## config.mk

```make
export PLATFORM = sky130hd
export DESIGN_NAME = usbdev_aon_wake_seq
export DESIGN_NICKNAME = d
export VERILOG_FILES = /design/src/rtl/usbdev_pkg.sv /design/src/rtl/usbdev_aon_wake_seq.sv
export SDC_FILE = /design/constraint.sdc
export NUM_CORES = 1
export LEC_CHECK = 0
export ABC_AREA = 1
export ABC_CLOCK_PERIOD_IN_PS = 1500
export BUFFER_PORTS_ARGS = -buffer_cell sky130_fd_sc_hd__buf_2
export CAP_MARGIN = 10
export CELL_PAD_IN_SITES_DETAIL_PLACEMENT = 0
export CELL_PAD_IN_SITES_GLOBAL_PLACEMENT = 1
export CORE_AREA = 8 8 62 69
export CTS_BUF_LIST = sky130_fd_sc_hd__clkbuf_2 sky130_fd_sc_hd__clkbuf_4 sky130_fd_sc_hd__clkbuf_8
export DETAILED_ROUTE_END_ITERATION = 8
export DIE_AREA = 0 0 70 77
export PLACE_DENSITY = 0.87
export SYNTH_ARGS = -nofsm -noshare
export SYNTH_HDL_FRONTEND = slang
export SYNTH_SLANG_ARGS = --single-unit
```

## constraint.sdc

```tcl
create_clock -name clk_aon_i -period 1.5 [get_ports clk_aon_i]
set_input_delay 0 -clock clk_aon_i [delete_from_list [all_inputs] [get_ports clk_aon_i]]
set_output_delay 0 -clock clk_aon_i [all_outputs]
set_load 0.005 [all_outputs]
```

## src/rtl/usbdev_pkg.sv

```systemverilog
// Shared types for the USB device always-on wake sequencer.
package usbdev_pkg;

    typedef enum logic [2:0] {
        AON_IDLE    = 3'd0,
        AON_REQ     = 3'd1,
        AON_MONITOR = 3'd2,
        AON_WAKE    = 3'd3,
        AON_ACK     = 3'd4
    } aon_wake_seq_state_e;

    typedef enum logic [1:0] {
        REASON_NONE       = 2'd0,
        REASON_NOT_IDLE   = 2'd1,
        REASON_BUS_RESET  = 2'd2,
        REASON_SENSE_LOST = 2'd3
    } aon_wake_reason_e;

    localparam int unsigned AonHandoffTimeoutDefault = 16;

    // Loss of VBUS sense outranks a bus reset, which outranks plain bus activity.
    function automatic aon_wake_reason_e aon_wake_reason(input logic not_idle,
                                                         input logic bus_reset,
                                                         input logic sense_lost);
        if (sense_lost)     return REASON_SENSE_LOST;
        else if (bus_reset) return REASON_BUS_RESET;
        else if (not_idle)  return REASON_NOT_IDLE;
        else                return REASON_NONE;
    endfunction

endpackage

```

## src/rtl/usbdev_aon_wake_seq.sv

```systemverilog
// AON wake sequencer: hand-off to the wake detector, wake capture, ack and return of control.
// Optional self-ack out of WAKE is enabled by defining USBDEV_AON_WAKE_SEQ_AUTOACK_EN.
module usbdev_aon_wake_seq
    import usbdev_pkg::*;
#(
    parameter int unsigned HandoffTimeout = AonHandoffTimeoutDefault,
    parameter int unsigned CntW           = 8,
    parameter int unsigned AutoAckDelay   = 32
) (
    input  logic            clk_aon_i,
    input  logic            rst_aon_i,
    input  logic            suspend_req_i,
    input  logic            wake_ack_i,
    input  logic            wake_req_aon_i,
    input  logic            bus_not_idle_aon_i,
    input  logic            bus_reset_aon_i,
    input  logic            sense_lost_aon_i,
    input  logic            wake_detect_active_aon_i,
    output logic            suspend_req_aon_o,
    output logic            wake_ack_aon_o,
    output logic            wake_event_o,
    output logic [1:0]      wake_reason_o,
    output logic [CntW-1:0] wake_cnt_o,
    output logic            handoff_err_o,
    output logic [2:0]      state_o
);

    // One down-counter serves both the REQ timeout and the WAKE self-ack delay.
    localparam int unsigned TmrMax = (HandoffTimeout > AutoAckDelay) ? HandoffTimeout : AutoAckDelay;
    localparam int unsigned TmrW   = $clog2(TmrMax);

    aon_wake_seq_state_e state_q, state_d;
    aon_wake_reason_e    reason_q, reason_d;
    logic [TmrW-1:0]     tmr_q, tmr_d;
    logic [CntW-1:0]     cnt_q, cnt_d;
    logic                sreq_q, ack_q, event_q, err_q;
    logic                event_d, err_d;

    always_comb begin
        state_d  = state_q;
        reason_d = reason_q;
        tmr_d    = tmr_q;
        cnt_d    = cnt_q;
        event_d  = 1'b0;
        err_d    = 1'b0;
        unique case (state_q)
            AON_IDLE: begin
                // A detector that is already active is a stale hand-off; ignore it.
                if (suspend_req_i && !wake_detect_active_aon_i) begin
                    state_d = AON_REQ;
                    tmr_d   = TmrW'(HandoffTimeout - 1);
                end
            end
            AON_REQ: begin
                if (wake_detect_active_aon_i) begin
                    state_d = AON_MONITOR;
                end else if (!suspend_req_i) begin
                    state_d = AON_IDLE;
                end else if (tmr_q == '0) begin
                    state_d = AON_IDLE;
                    err_d   = 1'b1;
                end else begin
                    tmr_d = tmr_q - 1'b1;
                end
            end
            AON_MONITOR: begin
                if (wake_req_aon_i) begin
                    state_d  = AON_WAKE;
                    reason_d = aon_wake_reason(bus_not_idle_aon_i, bus_reset_aon_i,
                                               sense_lost_aon_i);
                    event_d  = 1'b1;
                    cnt_d    = (cnt_q == '1) ? cnt_q : cnt_q + 1'b1;
`ifdef USBDEV_AON_WAKE_SEQ_AUTOACK_EN
                    tmr_d    = TmrW'(AutoAckDelay - 1);
`endif
                end else if (wake_ack_i) begin
                    state_d  = AON_ACK;
                    reason_d = REASON_NONE;
                end else if (!wake_detect_active_aon_i) begin
                    state_d = AON_IDLE;
                end
            end
            AON_WAKE: begin
`ifdef USBDEV_AON_WAKE_SEQ_AUTOACK_EN
                if (wake_ack_i || tmr_q == '0) begin
                    state_d = AON_ACK;
                end else begin
                    tmr_d = tmr_q - 1'b1;
                end
`else
                if (wake_ack_i) begin
                    state_d = AON_ACK;
                end
`endif
            end
            AON_ACK: begin
                if (!wake_detect_active_aon_i) begin
                    state_d = AON_IDLE;
                end
            end
            default: state_d = AON_IDLE;
        endcase
    end

    // Handshake outputs follow the next state so they change on the same edge as the state.
    always_ff @(posedge clk_aon_i) begin
        if (rst_aon_i) begin
            state_q  <= AON_IDLE;
            reason_q <= REASON_NONE;
            tmr_q    <= '0;
            cnt_q    <= '0;
            sreq_q   <= 1'b0;
            ack_q    <= 1'b0;
            event_q  <= 1'b0;
            err_q    <= 1'b0;
        end else begin
            state_q  <= state_d;
            reason_q <= reason_d;
            tmr_q    <= tmr_d;
            cnt_q    <= cnt_d;
            sreq_q   <= (state_d == AON_REQ);
            ack_q    <= (state_d == AON_ACK);
            event_q  <= event_d;
            err_q    <= err_d;
        end
    end

    assign suspend_req_aon_o = sreq_q;
    assign wake_ack_aon_o    = ack_q;
    assign wake_event_o      = event_q;
    assign wake_reason_o     = reason_q;
    assign wake_cnt_o        = cnt_q;
    assign handoff_err_o     = err_q;
    assign state_o           = state_q;

endmodule
```

==> summary.md, run 1 <==
| Metric | Value |
|---|---|
| Outcome | completed |
| TritonCTS clock tree | built |
| Yosys top cell area share | a little over a third |
| Slew Limit Fails | 0 |
| Largest net degree at the start of global routing | 18 |
| Post-Route WL | between 2000 and 3000 um |
| Final Cycle Share | 91.71% |
| Vias in the first global route | 1080 |
| Layout cells sized above 1 | 28.64% |
| First-pass GRT wire length | ~4800 um |
| Die Span Y | slightly below 80 um |
| Hold Fails Final Rpt | 0 |
| Max cap viols | 0 |
| Achievable Freq | 0.7270 GHz |
| Fillcell total | 347 |
| Critical-path cell list | ha_1 -> nand3_1 -> inv_1 -> nand2_1 -> nand2_4 -> inv_4 -> nand2_1 -> a21oi_2 |
| RSZ-0062 raised after global routing | false |
| Core ar. | ~3200 um2 |
| Slowest CP cell | dfxtp_1 |
| Setup ws final | about 0.12 ns |
| Clock Path Buffers | 2 |
| Initial Util | between 30% and 40% |
| First drt pass iteration count | 4 |
| IO Pins | 26 |
| Power per cell area | between 700 and 800 nW/um2 |
| Post-synth cell types | 27 |
| Clk slew on worst S/H paths | approximately 0.13 ns |
| Max FO, Critical Path | 9 |
| Setup TNS | 0 ns |
| Total global routing overflow | 0 |
| Gate Count Post-Synth | around 170 |
| Nets@finish | ~210 |
| WL/cell | between 10 and 15 um |
| Hold Path Class | in2reg |
| Arrival time at the worst endpoint | 1.56 ns |
| Total GRT Usage | between 10% and 20% |
| Slew HR | 73.02% |
| CP peak stage delay | approximately 0.43 ns |
| Finished Core Util | a little under half |
| Yosys warnings | 0 |
| Layout area overhead | 21.24% |
| Seq cells post-synth | 22 |
| Post-DP HPWL | ~2200 um |
| Yosys top cell by area | dfxtp_1 |
| Root buffer selected by CTS | clkbuf_4 |
| GPL Wtd Cong | around 0.77 |
| Commonest cells after routing, fill and taps aside | 41 x nand2_1, 25 x buf_2, 22 x dfxtp_1, 19 x inv_1 |
| Synth Net Count | 178 |
| Skew final | 0.007252 ns |
| Crit. End Element | register |
| Die Wd | ~70 um |
| Critical Path Start Type | register |
| CP required | ~1.7 ns |
| Synth Cell Area | 1207 um2 |
| Leak | approximately 0.67 nW |
| Initial antenna violation count | 0 |
| Die Footprint | roughly 5400 um2 |
| VDD IR-drop max | 0.4539 mV |
| Vias/cell | 4.728 |
| Cell seen most often among critical-path stages | nand2_1 |
| Total chip power | ~0.0011 W |
| Main area contributors after synthesis | dfxtp_1 36%, nand2_1 13%, a21oi_2 7.3%, inv_1 5.9%, nand3_1 5.4% |
| Drt initial violations | 60 |
| Sequential cell area | roughly 440 um2 |
| Slew of the pin with the lowest slew margin | a little over 0.4 ns |
| Post-Place Setup Slack | 0.1543 ns |
| Most common cell after layout, fill and taps aside | nand2_1 |
| Post-CTS Setup Bufs | 0 |
| Final ANT Viol Nets | 0 |
| Maximum level of the CTS H-tree | 1 |
| Worst-skew pair later-pin latency | approximately 0.30 ns |
| Area occupied by multi-input gates | roughly 670 um2 |
| WS Path Type | reg2reg |
| Sequential-to-total area share from yosys stat | 36.48% |
| Post-layout min period | 1.376 ns |
| Std-Cell Rows | 22 |
| Finish-stage setup viols | 0 |
| Clk sinks | 22 |
| Placed Instances | between 200 and 250 |
| Mean Syn Cell Area | 7.274 um2 |
| Vias | 1111 |
| Total CTS buffers | 3 |
| DR DRC count | 0 |
| IO Port Bufs | 25 |
| Final Non-Filler Cells | approximately 240 |
| # diodes | 0 |
cell families (layout without fill, tap and decap cells):
family	Yosys count	after routing	synth area share, %
flip-flops	22	22	36.48
AND/OR/NAND/NOR	87	87	35.44
AO/OA/AOI/OAI	25	25	13.89
XOR/XNOR	4	4	2.902
adder cells (fa/ha/maj)	3	3	3.109
buffers and inverters	25	58	8.186
worst max-delay path: cells and delay by family (launching register included):
kind	cells	cell delay [ns]
fa+ha+maj	1	0.24
buf+inv	2	0.14
compound gates	1	0.05
simple gates	4	0.40
flops	1	0.43
through the flow:
| stage | hold WS (ns) | instance area (um2) |
|---|---|---|
| after detailed placement | 0.2185 | 1383 |
| after global routing | 0.04198 | 1464 |
| after floorplan | 0.1067 | 1207 |
| after global placement | 0.2178 | 1383 |
| final | 0.04069 | 1464 |
| after CTS | 0.03053 | 1459 |
registers in the layout (all words and copies together) (netlist names):
name,flops
wake_reason_o,2
wake_ack_aon_o,1
wake_event_o,1
suspend_req_aon_o,1
state_o,3
wake_cnt_o,8
handoff_err_o,1
tmr_q,5
synthesized netlist by cell type:
library cell  count
nand2_1          41
dfxtp_1          22
inv_1            19
nand3_1          13
nor2_1           13
a21oi_2          10
a21oi_1           8
nor3_1            4
ha_1              3
inv_2             3
nand2_2           3
nand2_4           3
nand4_1           3
o21ai_1           3
nand3_2           2
nor2_4            2
o21ai_0           2
xnor2_1           2
xor2_1            2
a21boi_0          1
buf_2             1
clkbuf_2          1
inv_4             1
nand3b_1          1
nand4_2           1
nor4_1            1
o21bai_1          1
power by group:
| group | switching [W] | internal, W |
|---|---|---|
| combinational | 0.000115 | 0.0000744 |
| sequential | 0.0000155 | 0.000603 |
| clock | 0.000177 | 0.000148 |
| total | 0.000307 | 0.000825 |
path summary, 6_finish.rpt:
kind | from | to | slack [ns] | depth (start not counted)
worst max register to register | wake_cnt_o[0]$_SDFFE_PP0P_ | wake_cnt_o[4]$_SDFFE_PP0P_ | 0.12 | 8
worst max-delay path | wake_cnt_o[0]$_SDFFE_PP0P_ | wake_cnt_o[4]$_SDFFE_PP0P_ | 0.12 | 8
worst min register to register | wake_reason_o[0]$_SDFFE_PP0P_ | wake_reason_o[0]$_SDFFE_PP0P_ | 0.49 | 2
worst min-delay path | wake_ack_i | state_o[2]$_SDFF_PP0_ | 0.04 | 3
per-layer routing:
metal / track usage, % / vias up / part of all wire [%]
met1: 11.65 / 484 / 46
met4: 2.414 / 0 / 0.87
met2: 17.93 / 22 / 48
met5: 0 / - / 0
met3: 2.317 / 4 / 4.4
li1: - / 601 / -
final cells by class:
cell class              instances  area share, %
inverters                      23          6.068
flip-flops and latches         22          30.09
clock buffers                   4          2.479
multi-input cells             119          45.98
repair buffers                 31          12.31
well taps                      36          3.077
what timing repair did:
item,4_1_cts,5_1_grt
endpoints found under the hold margin,3,0
hold buffers,4,0
gates resized for setup,0,1
setup endpoints to repair,0,1
No activity file was read; power rests on OpenSTA's default activity.
==> run 2: changes to the inputs <==
- RECOVER_POWER: default -> 50
- TNS_END_PERCENT: default -> 50
==> summary.md, run 2 (synthesized netlist as in run 1, its figures left out) <==
| Metric | Value |
|---|---|
| First-pass GRT wire length | roughly 4800 um |
| Std-Cell Rows | 22 |
| Post-layout min period | 1.377 ns |
| Internal Power | between 0.0008 and 0.0009 W |
| Most common cell after layout, fill and taps aside | nand2_1 |
| RSZ-0062 raised after global routing | false |
| Vias | roughly 1100 |
| TritonCTS clock tree | built |
| Largest net degree at the start of global routing | 18 |
| Skew final | 0.006279 ns |
| Initial Util | 37.81% |
| Clk slew on worst S/H paths | approximately 0.13 ns |
| Met3 Wirelength | approximately 110 um |
| Sw Ratio | roughly 27% |
| Max FO, Critical Path | 9 |
| Crit. End Element | register |
| R2R setup slack | between 0.1 and 0.15 ns |
| Vias/cell | approximately 4.7 |
| Post-Route WL | between 2000 and 3000 um |
| VDD IR-drop max | roughly 0.46 mV |
| Clk sinks | 22 |
| Hold Path Class | in2reg |
| Met1 WL | 1288 um |
| Reg-to-reg endpoint | wake_cnt_o[4]$_SDFFE_PP0P_ |
| Slew of the pin with the lowest slew margin | 0.4049 ns |
| Total global routing overflow | 0 |
| Slew Limit Fails | 0 |
| Commonest cells after routing, fill and taps aside | 41 x nand2_1, 22 x dfxtp_1, 19 x inv_1, 14 x nand3_1 |
| DR DRC count | 0 |
| Die Span Y | between 70 and 80 um |
| Final ANT Viol Nets | 0 |
| Die Footprint | ~5400 um2 |
| Routed wl met2 | 1338 um |
| Largest register FFs | 8 |
| Outcome | completed |
| Vias in the first global route | 1080 |
| Core ar. | around 3200 um2 |
| Layout area overhead | 19.48% |
| # diodes | 0 |
| WS Path Type | reg2reg |
| Hold Fails Final Rpt | 0 |
| Final Cycle Share | between 90% and 100% |
| Reg power frac | a little over half |
| Arrival time at the worst endpoint | 1.56 ns |
| Drt initial violations | 60 |
| Total chip power | 0.001132 W |
| Finish-stage setup viols | 0 |
| Power per cell area | ~790 nW/um2 |
| IO Pins | 26 |
| CP required | approximately 1.7 ns |
| Die Wd | about 70 um |
| Fillcell total | 350 |
| Clock Path Buffers | 2 |
| Total GRT Usage | about a tenth |
| GPL Wtd Cong | 0.7680 |
| Top sig layer | met4 |
| R2R cell count | 8 |
| Layout cells sized above 1 | a little over a fifth |
| Critical Path Start Type | register |
| IO Port Bufs | 25 |
| WL/cell | about 12 um |
| Leak | 0.6154 nW |
| Slew HR | around three quarters |
| Worst Hold Depth | 3 |
| Maximum level of the CTS H-tree | 1 |
| Comb power frac | between 15 and 20% |
| Setup TNS | 0 ns |
| Post-DP HPWL | about 2200 um |
| Clk pwr share | between 20% and 30% |
| Worst-skew pair later-pin latency | around 0.30 ns |
| Worst Hold Endpoint | state_o[2]$_SDFF_PP0_ |
| Switching power total | roughly 0.0003 W |
| Initial antenna violation count | 0 |
| Total CTS buffers | 3 |
| Reg2Reg Launch Point | wake_cnt_o[0]$_SDFFE_PP0P_ |
| Hold_sp | wake_ack_i |
| Nets@finish | about 210 |
| First drt pass iteration count | 4 |
| Max cap viols | 0 |
| Root buffer selected by CTS | clkbuf_4 |
| Achievable Freq | roughly 0.73 GHz |
| Sequential cell area | 440.4 um2 |
| Area occupied by multi-input gates | about 670 um2 |
[run 2: worst max-delay path by stage]
stage	startpoint	end	slack [ns]	depth (start not counted)
final	wake_cnt_o[0]$_SDFFE_PP0P_	wake_cnt_o[4]$_SDFFE_PP0P_	0.12	8
after global routing	wake_cnt_o[0]$_SDFFE_PP0P_	wake_cnt_o[7]$_SDFFE_PP0P_	0.03	8
after CTS	wake_cnt_o[0]$_SDFFE_PP0P_	wake_cnt_o[4]$_SDFFE_PP0P_	0.12	8
after detailed placement	wake_cnt_o[0]$_SDFFE_PP0P_	wake_cnt_o[5]$_SDFFE_PP0P_	0.15	8
after global placement	wake_cnt_o[0]$_SDFFE_PP0P_	wake_cnt_o[7]$_SDFFE_PP0P_	0.16	8
after floorplan	wake_cnt_o[0]$_SDFFE_PP0P_	wake_cnt_o[5]$_SDFFE_PP0P_	0.27	8
[run 2: metrics by stage]
step                      hold WS (ns)  area [um2]  util, %  std cells  worst slack [ns]
final                          0.04163        1443    45.18        235            0.1231
after global routing           0.04196        1443    45.18        235           0.03230
after CTS                      0.03053        1459    45.69        235            0.1250
after detailed placement        0.2185        1383    43.30        227            0.1543
after global placement          0.2178        1383    43.30        227            0.1611
after floorplan                 0.1067        1207        -        166            0.2690
[run 2: what timing repair did]
action / in CTS / in global routing
gates resized for setup: 0 / 1
endpoints found under the setup margin: 0 / 1
buffers inserted: 0 / 0
hold buffers: 4 / 0
endpoints found under the hold margin: 3 / 0
[run 2: metal layers]
metal  GRT usage [%]  up-vias
li1                -      601
met1           11.65      482
met2           17.93       18
met3           2.317        4
met4           2.414        0
met5               0        -
[run 2: final cells by class]
| type | instances | share of cell area, % |
|---|---|---|
| multi-input cells | 119 | 46.31 |
| flip-flops and latches | 22 | 30.53 |
| repair buffers | 31 | 11.36 |
| inverters | 23 | 6.158 |
| well taps | 36 | 3.122 |
| clock buffers | 4 | 2.515 |
[run 2: worst max-delay path, cell delays in order (launching register included)]
cell and delay (ns):
dfxtp_1 0.43, ha_1 0.24, nand3_1 0.13, inv_1 0.08
nand2_1 0.07, nand2_4 0.13, inv_4 0.06, nand2_1 0.07
a21oi_2 0.05
[run 2: power groups by stage]
stage               registers, W  logic, W  clock network (W)
floorplan               0.000629  0.000130                  0
global placement        0.000632  0.000181                  0
detailed placement      0.000632  0.000181                  0
CTS                     0.000618  0.000190           0.000334
global route            0.000622  0.000210           0.000360
finish                  0.000618  0.000188           0.000327
==> run 3: changes to the inputs <==
- ABC_CLOCK_PERIOD_IN_PS: 1500 -> 1650
- CORE_AREA: 8 8 62 69 -> 8 8 76 84
- DIE_AREA: 0 0 70 77 -> 0 0 84 92
- PLACE_DENSITY: 0.87 -> 0.62
- clock period: 1.5 -> 1.65 ns (I/O delays scaled with it)
==> summary.md, run 3 (synthesized netlist as in run 1, its figures left out) <==
| Metric | Value |
|---|---|
| Total global routing overflow | 0 |
| Fin Hold WS | ~0.027 ns |
| Post-DP HPWL | around 2300 um |
| RSZ-0062 raised after global routing | false |
| Finished Core Util | 29.08% |
| Final instance area | 1444 um2 |
| Total GRT Usage | a little under 8% |
| Clk slew on worst S/H paths | approximately 0.08 ns |
| Power per cell area | approximately 740 nW/um2 |
| Slew Limit Fails | 0 |
| Vias/cell | about 4.4 |
| Hold Fails Final Rpt | 0 |
| Finish-stage setup viols | 0 |
| Critical-path cell list | ha_1 -> nand3_1 -> inv_1 -> nand2_1 -> nand2_4 -> inv_4 -> nand2_1 -> a21oi_2 |
| TritonCTS clock tree | built |
| Vias | roughly 1100 |
| Final Cycle Share | between 80% and 90% |
| Die Footprint | roughly 7700 um2 |
| Initial Util | between 20% and 30% |
| Clock Path Buffers | 2 |
| Final ANT Viol Nets | 0 |
| Most common cell after layout, fill and taps aside | nand2_1 |
| Std-Cell Rows | 27 |
| Post-Route WL | roughly 2900 um |
| Largest register FFs | 8 |
| DR DRC count | 0 |
| # diodes | 0 |
| Area after DPL | around 1400 um2 |
| Cell seen most often among critical-path stages | nand2_1 |
| Final Non-Filler Cells | 253 |
| Vias in the first global route | approximately 1100 |
| CP required | roughly 1.8 ns |
| Achievable Freq | slightly above 0.7 GHz |
| Root buffer selected by CTS | clkbuf_8 |
| First-pass GRT wire length | between 5000 and 6000 um |
| Maximum level of the CTS H-tree | 1 |
| Die Span Y | a little over 90 um |
| Hold Path Class | in2reg |
| Die Wd | around 84 um |
| GPL Wtd Cong | 0.7644 |
| IO Pins | 26 |
| Post-CTS Setup Bufs | 0 |
| Arrival time at the worst endpoint | 1.51 ns |
| First drt pass iteration count | 4 |
| Total CTS buffers | 3 |
| Post-layout min period | around 1.4 ns |
| Initial antenna violation count | 0 |
| WL/cell | about 12 um |
| Skew final | 0.001256 ns |
| VDD IR-drop max | 0.2343 mV |
| Slew of the pin with the lowest slew margin | 0.4359 ns |
| Max cap viols | 0 |
| Max FO, Critical Path | 9 |
| Slew HR | about 71% |
| CP peak stage delay | ~0.41 ns |
| Slowest CP cell | dfxtp_1 |
| WS Path Type | reg2reg |
| Critical Path Start Type | register |
| Fillcell total | 574 |
| Setup TNS | 0 ns |
| Core ar. | about 5000 um2 |
| Largest net degree at the start of global routing | 18 |
| Clk sinks | 22 |
| Outcome | completed |
| Layout area overhead | 19.59% |
| Placed Instances | between 200 and 250 |
| Worst-skew pair later-pin latency | 0.26 ns |
| Layout cells sized above 1 | 21.03% |
| Leak | 0.6076 nW |
| Commonest cells after routing, fill and taps aside | 41 x nand2_1, 22 x dfxtp_1, 19 x inv_1, 14 x nand3_1 |
| Nets@finish | 209 |
| Drt initial violations | 27 |
| IO Port Bufs | 25 |
| Crit. End Element | register |
-- run 3: cell count changes in the layout (fill, tap and decap cells not counted) --
cell | previous run | this run
nor3_2 | 1 | 0
clkbuf_4 | 4 | 0
dlygate4sd3_1 | 4 | 2
clkbuf_8 | 1 | 3
nor3_1 | 3 | 4
buf_2 | 12 | 13
clkbuf_1 | 13 | 12
-- run 3: metrics by stage --
stage,setup WS (ns),total power (W)
after detailed placement,0.2884,0.0007411
after global placement,0.2992,0.0007423
final,0.2760,0.001066
after floorplan,0.4190,0.0006906
after CTS,0.2745,0.001079
after global routing,0.1088,0.001127
-- run 3: routing by layer --
layer | track usage (%) | share of wire (%)
met1 | 9.855 | 49
met2 | 13.20 | 46
met3 | 2.035 | 4.9
met5 | 0 | 0
met4 | 1.297 | 0.14
-- run 3: power breakdown --
| group | total, W | internal [W] | switching, W | leakage (nW) |
|---|---|---|---|---|
| Sequential | 0.000562 | 0.000547 | 0.0000142 | 0.178 |
| Combinational | 0.000166 | 0.0000626 | 0.000104 | 0.408 |
| Clock | 0.000338 | 0.000163 | 0.000175 | 0.0216 |
-- run 3: layout make-up --
cell class | count | area (um2) | area share, %
repair buffers | 28 | 137.6 | 9.532
flip-flops and latches | 22 | 440.4 | 30.50
inverters | 23 | 88.84 | 6.153
well taps | 58 | 72.57 | 5.026
clock buffers | 3 | 41.29 | 2.860
multi-input cells | 119 | 663.1 | 45.93
-- run 3: worst paths after layout --
kind / from / endpoint / slack [ns] / cells past startpoint
max: wake_cnt_o[0]$_SDFFE_PP0P_ / wake_cnt_o[7]$_SDFFE_PP0P_ / 0.28 / 8
min: wake_detect_active_aon_i / state_o[1]$_SDFF_PP0_ / 0.03 / 3
max reg2reg: wake_cnt_o[0]$_SDFFE_PP0P_ / wake_cnt_o[7]$_SDFFE_PP0P_ / 0.28 / 8
min reg2reg: wake_reason_o[1]$_SDFFE_PP0P_ / wake_reason_o[1]$_SDFFE_PP0P_ / 0.48 / 2
-- run 3: worst max-delay path: cells and delay by family (launching register included) --
kind | cells | cell delay, ns
AOI/OAI and AO/OA | 1 | 0.05
and+or+nand+nor | 4 | 0.41
adders and majority gates | 1 | 0.23
buffers and inverters | 2 | 0.14
DFF | 1 | 0.41
-- run 3: what timing repair did --
action	CTS	global route
hold buffers	2	0
resized for setup	0	0
endpoints found under the hold margin	1	0
